--- config.mk ---
export PLATFORM = sky130hd
export DESIGN_NAME = dmux4way16_router
export DESIGN_NICKNAME = d
export VERILOG_FILES = /design/src/rtl/dmux4way16_router.sv
export SDC_FILE = /design/constraint.sdc
export NUM_CORES = 1
export LEC_CHECK = 0
export CAP_MARGIN = 30
export CORE_MARGIN = 4
export CORE_UTILIZATION = 47
export CTS_CLUSTER_SIZE = 8
export DETAILED_ROUTE_END_ITERATION = 8
export GPL_ROUTABILITY_DRIVEN = 0
export HOLD_SLACK_MARGIN = 0.1
export PLACE_DENSITY = 0.72
export SETUP_SLACK_MARGIN = 0.5
export SLEW_MARGIN = 20
export SYNTH_ARGS = -nofsm -noshare
export SYNTH_HDL_FRONTEND = slang
export SYNTH_SLANG_ARGS = --single-unit
--- constraint.sdc ---
create_clock -name clk -period 2.1 [get_ports clk]
set_input_delay 0.42 -clock clk [delete_from_list [all_inputs] [get_ports clk]]
set_output_delay 0.42 -clock clk [all_outputs]
set_load 0.01 [all_outputs]
--- src/rtl/dmux4way16_router.sv ---
// dmux4way16_router: clocked 1-to-4 word demultiplexer.
// One producer stream is steered by sel into one of four small per-channel FIFOs,
// each drained by its own valid/ready consumer. Heads are presented from storage
// and forced to zero while a channel is empty.
// Optional build macro: DMUX4_STATS_EN adds per-channel accepted-word counters
// cnt1..cnt4 (16 bit, wrapping). Without it the counter ports and logic are absent.
module dmux4way16_router #(
  parameter int WIDTH = 16,
  parameter int DEPTH = 2
) (
  input  logic             clk,
  input  logic             rst_n,
  input  logic [WIDTH-1:0] in,
  input  logic [1:0]       sel,
  input  logic             in_valid,
  output logic             in_ready,
  output logic [WIDTH-1:0] out1,
  output logic [WIDTH-1:0] out2,
  output logic [WIDTH-1:0] out3,
  output logic [WIDTH-1:0] out4,
  output logic [3:0]       out_valid,
  input  logic [3:0]       out_ready
`ifdef DMUX4_STATS_EN
  ,
  output logic [15:0]      cnt1,
  output logic [15:0]      cnt2,
  output logic [15:0]      cnt3,
  output logic [15:0]      cnt4
`endif
);

  // Pointer width wraps naturally because DEPTH is a power of two.
  localparam int PTR_W = (DEPTH > 1) ? $clog2(DEPTH) : 1;
  // Occupancy needs one extra bit so that "DEPTH words" is representable.
  localparam int OCC_W = PTR_W + 1;
  localparam logic [OCC_W-1:0] OCC_FULL = OCC_W'(DEPTH);
  localparam logic [OCC_W-1:0] OCC_ONE  = OCC_W'(1);
  localparam logic [PTR_W-1:0] PTR_ONE  = PTR_W'(1);

  logic [3:0]       full_w;
  logic [3:0]       push_w;
  logic [3:0]       pop_w;
  logic [WIDTH-1:0] head_w [4];
  logic             accept_w;

  // Readiness only reflects the channel currently addressed; a full channel
  // refuses even if it is being popped this cycle (no pass-through).
  assign in_ready = !full_w[sel];
  assign accept_w = in_valid && in_ready;

  for (genvar gi = 0; gi < 4; gi++) begin : g_ch
    logic [PTR_W-1:0] wr_ptr_q;
    logic [PTR_W-1:0] wr_ptr_d;
    logic [PTR_W-1:0] rd_ptr_q;
    logic [PTR_W-1:0] rd_ptr_d;
    logic [OCC_W-1:0] occ_q;
    logic [OCC_W-1:0] occ_d;
    logic [WIDTH-1:0] mem_q [DEPTH];

    assign push_w[gi]    = accept_w && (sel == 2'(gi));
    // A pop request on an empty channel is simply ignored.
    assign pop_w[gi]     = out_valid[gi] && out_ready[gi];
    assign full_w[gi]    = (occ_q == OCC_FULL);
    assign out_valid[gi] = (occ_q != '0);
    assign head_w[gi]    = out_valid[gi] ? mem_q[rd_ptr_q] : '0;

    // Next-state pointers and occupancy from this cycle's push/pop pair.
    always_comb begin
      wr_ptr_d = wr_ptr_q;
      rd_ptr_d = rd_ptr_q;
      occ_d    = occ_q;
      if (push_w[gi]) begin
        wr_ptr_d = wr_ptr_q + PTR_ONE;
      end
      if (pop_w[gi]) begin
        rd_ptr_d = rd_ptr_q + PTR_ONE;
      end
      case ({push_w[gi], pop_w[gi]})
        2'b10:   occ_d = occ_q + OCC_ONE;
        2'b01:   occ_d = occ_q - OCC_ONE;
        default: occ_d = occ_q;
      endcase
    end

    // Channel control state; reset discards everything queued.
    always_ff @(posedge clk or negedge rst_n) begin
      if (!rst_n) begin
        wr_ptr_q <= '0;
        rd_ptr_q <= '0;
        occ_q    <= '0;
      end else begin
        wr_ptr_q <= wr_ptr_d;
        rd_ptr_q <= rd_ptr_d;
        occ_q    <= occ_d;
      end
    end

    // Word storage needs no reset: heads are gated to zero while empty.
    always_ff @(posedge clk) begin
      if (push_w[gi]) begin
        mem_q[wr_ptr_q] <= in;
      end
    end

`ifdef DMUX4_STATS_EN
    logic [15:0] stat_q;

    // Accepted-word counter, wraps at 16 bits; cleared only by reset.
    always_ff @(posedge clk or negedge rst_n) begin
      if (!rst_n) begin
        stat_q <= '0;
      end else if (push_w[gi]) begin
        stat_q <= stat_q + 16'd1;
      end
    end
`endif
  end

  assign out1 = head_w[0];
  assign out2 = head_w[1];
  assign out3 = head_w[2];
  assign out4 = head_w[3];

`ifdef DMUX4_STATS_EN
  assign cnt1 = g_ch[0].stat_q;
  assign cnt2 = g_ch[1].stat_q;
  assign cnt3 = g_ch[2].stat_q;
  assign cnt4 = g_ch[3].stat_q;
`endif

endmodule

==> impl_metrics.env, run 1 <==
export IMPL_diodes=0
export IMPL_r2r_slack_ns=0.30
export IMPL_min_period_ns=2.05
export IMPL_track_usage=0.210
export IMPL_worstPathBufferInverterCount=2
export IMPL_worstSkewPairLatency_ns=0.41
export IMPL_portBuffers=93
export IMPL_final_nets=566
export IMPL_powerDensity_mw_per_mm2=1510
export IMPL_final_setup_viol_count=0
export IMPL_ios=94
export IMPL_synth_top_cell_by_area="edfxtp_1"
export IMPL_start_util=0.486
export IMPL_grt_antenna_before_repair=0
export IMPL_placement_rows=39
export IMPL_drive_gt1_frac=0.540
export IMPL_cp_slowest_cell="dfrtp_1"
export IMPL_viasPerCell=5.43
export IMPL_max_stage_delay_ns=0.39
export IMPL_wl_per_cell_um=23.5
export IMPL_synth_edf_count=128
export IMPL_cts_buffers=17
export IMPL_ctsHoldBuffers=0
export IMPL_die_width_um=118
export IMPL_start_kind="flop"
export IMPL_finalHoldViolCount=0
export IMPL_drcViolationCount=0
export IMPL_reg2reg_from="g_ch[0].occ_q[0]$_DFFE_PN0P_"
export IMPL_place_area_mm2=0.00702
export IMPL_grt_pass1_wl_um=21800
export IMPL_ff_latch_area_mm2=0.00425
export IMPL_yosys_register_bits=144
export IMPL_p_leak_nw=3.45
export IMPL_worstSetupEndpoint="out1[11]"
export IMPL_rsz0062_at_grt="yes"
export IMPL_cts_tree="yes"
export IMPL_critPathMaxFanout=8
export IMPL_netlist_area_leader_share=0.681
export IMPL_setup_worst_path_end_class="primary output"
export IMPL_max_freq_mhz=488
export IMPL_syn_cell_area_mm2=0.00565
export IMPL_final_area_mm2=0.00907
export IMPL_ant_nets=0
export IMPL_multi_input_area_mm2=0.00206
export IMPL_die_y_um=118
export IMPL_crit_type="flop to primary output"
export IMPL_vias=3755
export IMPL_crit_chain="buf_4 > mux2i_1 > nor2_4 > buf_6"
export IMPL_cp_arrival_ns=1.63
export IMPL_timing_final_crit_share=0.975
export IMPL_status="complete, no violations"
export IMPL_area_growth_pct=60.6
export IMPL_cts_sinks=144
export IMPL_r2r_end="g_ch[0].occ_q[1]$_DFFE_PN0P_"
export IMPL_cp_num_cells=4
export IMPL_tightestPinTransition_ns=0.322
export IMPL_async_reset_ff_frac=0.111
export IMPL_fill_cells=594
export IMPL_crit_required_ns=1.68
export IMPL_slew_viol_final=0
export IMPL_coreArea_mm2=0.0116
export IMPL_grt_pass1_vias=3840
export IMPL_synth_common_cells="edfxtp_1, nor2_1, mux2i_1"
export IMPL_cap_violations=0
export IMPL_dpl_hpwl_um=8220
export IMPL_finClkSkew_ns=0.00836
export IMPL_ys_types=19
export IMPL_crit_family="flip-flops"
export IMPL_clockBufferDepth=2
export IMPL_wirelength_um=16200
export IMPL_hold_class="primary input to async pin"
export IMPL_avgSynthCellArea_um2=16.4
export IMPL_synthFlopType="edfxtp_1"
export IMPL_yosysWarnings=0
export IMPL_grt_overflow_total=0
export IMPL_worstSetupStartpoint="g_ch[0].rd_ptr_q$_DFFE_PN0P_"
export IMPL_grt_start_max_net_pins=17
export IMPL_die_area_mm2=0.0138
export IMPL_clk_pin_slew_worst_paths_ns=0.06
export IMPL_maxSlewHeadroom=0.779
export IMPL_cts_root_buffer="clkbuf_16"
export IMPL_syn_num_nets=374
export IMPL_seq_area_frac_synth=0.751
export IMPL_netlist_top_cells_area="edfxtp_1, mux2i_1, dfrtp_1, nor2_1, xnor2_1"
export IMPL_synth_most_common_cell="edfxtp_1"
export IMPL_drtPass1Iterations=4
export IMPL_dr_first_iter_drc_count=206
export IMPL_final_util=0.781
export IMPL_ir_drop_uv=820
export IMPL_syn_inst=345
export IMPL_htreeDepth=4
export IMPL_rr_worst_depth=11
-- flip-flops by register name, summed over array words and instances, names as in the netlist --
register and cells:
g_ch.mem_q 128, g_ch.occ_q 8, g_ch.rd_ptr_q 4, g_ch.wr_ptr_q 4
-- power by group --
part           internal, mW  leakage, nW  switching, mW
clock                  1.60        0.246           1.06
sequential             3.49         1.34          0.322
combinational          3.96         1.86           3.22
total                  9.05         3.45           4.61
-- metrics by stage --
step	setup WS [ns]	hold WS [ns]	total power [mW]	setup TNS [ns]	cells
floorplan	0.262	0.124	5.75	0	345
global placement	-0.292	0.483	7.86	-0.292	602
detailed placement	-0.322	0.501	7.92	-0.331	602
CTS	0.0850	0.342	12.0	0	674
global route	0.00908	0.342	14.2	0	691
finish	0.0528	0.345	13.7	0	691
-- per-layer routing --
layer	vias to the layer above	global-route usage	wire (um)
li1	1643	-	-
met1	1920	0.261	6460
met5	-	0	0
met3	31	0.0533	1090
met2	161	0.358	8270
met4	0	0.0711	410
-- layout by cell type (no fill, tap or decap), types with 4 or more instances in the layout --
cell type / Yosys / routed
buf_12: 0 / 15
buf_16: 0 / 4
buf_2: 4 / 21
buf_4: 8 / 30
buf_6: 0 / 79
buf_8: 0 / 7
clkbuf_1: 0 / 5
clkbuf_16: 0 / 19
clkdlybuf4s50_1: 0 / 21
dfrtp_1: 16 / 10
dfrtp_2: 0 / 6
edfxtp_1: 128 / 128
mux2i_1: 64 / 38
mux2i_2: 0 / 6
mux2i_4: 0 / 20
nor2_1: 75 / 18
nor2_2: 4 / 15
nor2_4: 0 / 46
nor2b_4: 0 / 4
xnor2_1: 12 / 8
xnor2_2: 0 / 4
xor2_1: 8 / 8
-- cell type report --
type,count,share of cell area
inverter,7,0.00345
timing repair buffer,185,0.225
multi-input combinational,182,0.227
tap,143,0.0197
sequential,144,0.469
clock buffer,22,0.0490
clock inverter,8,0.00745
-- cells by family (layout without fill, tap and decap cells) --
logic type    count (synthesis)  after routing  synth area share
xor+xnor                     20             20            0.0310
fa+ha+maj                     4              4           0.00886
buf+inv                      19            222            0.0188
flops                       144            144             0.751
mux                          65             65             0.117
simple gates                 93             93            0.0724
-- how the worst min path moves through the flow --
stage / from / endpoint / cells past startpoint
floorplan: rst_n / g_ch[0].occ_q[0]$_DFFE_PN0P_ / 0
CTS: rst_n / g_ch[2].occ_q[0]$_DFFE_PN0P_ / 2
finish: rst_n / g_ch[1].occ_q[1]$_DFFE_PN0P_ / 2
detailed placement: g_ch[2].wr_ptr_q$_DFFE_PN0N_ / g_ch[2].wr_ptr_q$_DFFE_PN0N_ / 1
global placement: g_ch[2].wr_ptr_q$_DFFE_PN0N_ / g_ch[2].wr_ptr_q$_DFFE_PN0N_ / 1
global route: rst_n / g_ch[1].occ_q[1]$_DFFE_PN0P_ / 2
-- repair_timing --
action / 4_1_cts / 5_1_grt
endpoints found under the setup margin: 127 / 139
gates resized for setup: 387 / 167
gates cloned: 6 / 2
pin swaps: 40 / 44
buffers inserted: 36 / 15
No activity file was read; power rests on OpenSTA's default activity.
==> run 2: changes to the inputs <==
Settings changed: MAX_ROUTING_LAYER from default to met4.
==> impl_metrics.env, run 2 (synthesis gave the netlist of run 1 again) <==
export IMPL_status="complete, no violations"
export IMPL_tightestPinTransition_ns=0.335
export IMPL_regMostFlops="g_ch.mem_q"
export IMPL_die_width_um=118
export IMPL_r2r_slack_ns=0.16
export IMPL_cts_tree="yes"
export IMPL_setup_slack_ns=0.0648
export IMPL_ios=94
export IMPL_swShare=0.338
export IMPL_coreArea_mm2=0.0116
export IMPL_grt_start_max_net_pins=17
export IMPL_final_cell_mix="edfxtp_1, buf_6, nor2_4"
export IMPL_cp_arrival_ns=1.62
export IMPL_grt_antenna_before_repair=0
export IMPL_track_usage=0.216
export IMPL_final_setup_viol_count=0
export IMPL_fill_cells=591
export IMPL_clk_pin_slew_worst_paths_ns=0.06
export IMPL_placement_rows=39
export IMPL_dr_first_iter_drc_count=256
export IMPL_largest_reg_flops=128
export IMPL_place_area_mm2=0.00702
export IMPL_finalHoldViolCount=0
export IMPL_max_freq_mhz=491
export IMPL_cap_violations=0
export IMPL_setup_worst_path_end_class="primary output"
export IMPL_ff_latch_area_mm2=0.00425
export IMPL_seqPwrFrac=0.278
export IMPL_portBuffers=93
export IMPL_timing_final_crit_share=0.969
export IMPL_die_area_mm2=0.0138
export IMPL_crit_required_ns=1.68
export IMPL_cts_root_buffer="clkbuf_16"
export IMPL_rsz0062_at_grt="yes"
export IMPL_reg_largest_list="g_ch.mem_q x128, g_ch.occ_q x8"
export IMPL_ir_drop_uv=1040
export IMPL_grt_pass1_wl_um=21800
export IMPL_start_util=0.486
export IMPL_dpl_hpwl_um=8220
export IMPL_drtPass1Iterations=4
export IMPL_clockPowerShare=0.196
export IMPL_drcViolationCount=0
export IMPL_worstSkewPairLatency_ns=0.41
export IMPL_rr_worst_depth=10
export IMPL_p_comb_frac=0.526
export IMPL_internal_power_mw=9.06
export IMPL_wl_per_cell_um=23.8
export IMPL_crit_type="flop to primary output"
export IMPL_hold_class="primary input to async pin"
export IMPL_powerDensity_mw_per_mm2=1510
export IMPL_finClkSkew_ns=0.0128
export IMPL_start_kind="flop"
export IMPL_vias=3678
export IMPL_p_sw_mw=4.63
export IMPL_clockBufferDepth=2
export IMPL_multi_input_area_mm2=0.00206
export IMPL_die_y_um=118
export IMPL_slew_viol_final=0
export IMPL_viasPerCell=5.32
export IMPL_ant_nets=0
export IMPL_p_leak_nw=3.43
export IMPL_grt_overflow_total=0
export IMPL_cts_sinks=144
export IMPL_final_area_mm2=0.00907
export IMPL_diodes=0
export IMPL_wirelength_um=16500
export IMPL_min_period_ns=2.04
export IMPL_cts_buffers=17
export IMPL_area_growth_pct=60.5
export IMPL_ctsHoldBuffers=0
export IMPL_reg2reg_from="g_ch[3].occ_q[1]$_DFFE_PN0P_"
export IMPL_critPathMaxFanout=3
export IMPL_r2r_end="g_ch[3].occ_q[1]$_DFFE_PN0P_"
export IMPL_final_nets=566
export IMPL_maxSlewHeadroom=0.770
export IMPL_drive_gt1_frac=0.542
export IMPL_final_common_cell="edfxtp_1"
export IMPL_htreeDepth=4
export IMPL_pre_cts_slack_ns=-0.322
export IMPL_grt_pass1_vias=3833
export IMPL_finalSetupTns_ns=0
==> run 2: through the flow <==
| step | power (mW) | hold slack, ns | utilization | cells |
|---|---|---|---|---|
| CTS | 12.0 | 0.342 | 0.712 | 674 |
| finish | 13.7 | 0.349 | 0.781 | 691 |
| global placement | 7.86 | 0.483 | 0.605 | 602 |
| floorplan | 5.75 | 0.124 | - | 345 |
| global route | 14.2 | 0.349 | 0.781 | 691 |
| detailed placement | 7.92 | 0.501 | 0.605 | 602 |
==> run 2: routing by layer <==
layer  vias to the layer above  track usage  share of wire
met1                      1863        0.265           0.40
li1                       1641            -              -
met3                        21       0.0548          0.062
met4                         0       0.0645          0.016
met5                         -            -              0
met2                       153        0.358           0.52
==> run 2: cell type report <==
class	count	area share
Inverter	7	0.00345
Clock inverter	8	0.00745
Sequential cell	144	0.469
Clock buffer	22	0.0490
Multi-Input combinational cell	182	0.228
Timing Repair Buffer	185	0.224
Tap cell	143	0.0197
==> run 2: worst max-delay path, cell delays in order, from the launching register on <==
cell and delay, ns:
dfrtp_1 0.43, nand2b_4 0.16, mux4_2 0.47, buf_6 0.14
==> run 2: how the worst max path moves through the flow <==
stage / startpoint / endpoint / slack (ns) / cells past startpoint
6_report: g_ch[1].occ_q[0]$_DFFE_PN0P_ / in_ready / 0.06 / 3
5_1_grt: g_ch[1].rd_ptr_q$_DFFE_PN0P_ / out2[11] / 0.02 / 5
3_3_place_gp: sel[1] / in_ready / -0.29 / 3
4_1_cts: g_ch[3].rd_ptr_q$_DFFE_PN0P_ / out4[6] / 0.08 / 4
2_1_floorplan: g_ch[2].occ_q[0]$_DFFE_PN0P_ / g_ch[2].mem_q[1][0]$_DFFE_PP_ / 0.26 / 3
3_5_place_dp: sel[1] / in_ready / -0.32 / 3
==> run 2: repair_timing <==
| item | 4_1_cts | 5_1_grt |
|---|---|---|
| gates resized for setup | 387 | 169 |
| setup endpoints to repair | 127 | 139 |
| gates cloned | 6 | 2 |
| setup buffers | 36 | 15 |
| pin swaps | 40 | 38 |
==> run 2: power by group through the flow <==
| stage | combinational, mW | clock [mW] | sequential (mW) |
|---|---|---|---|
| after detailed placement | 4.21 | 0 | 3.71 |
| final | 7.20 | 2.68 | 3.81 |
| after global placement | 4.17 | 0 | 3.69 |
| after CTS | 5.57 | 2.66 | 3.72 |
| after floorplan | 2.07 | 0 | 3.68 |
| after global routing | 7.53 | 2.83 | 3.84 |
==> run 3: changes to the inputs <==
Settings changed: HOLD_SLACK_MARGIN 0.1 to default.
==> results of run 3 <==
Same layout as run 2: the final DEF is identical, and so are final timing and power.
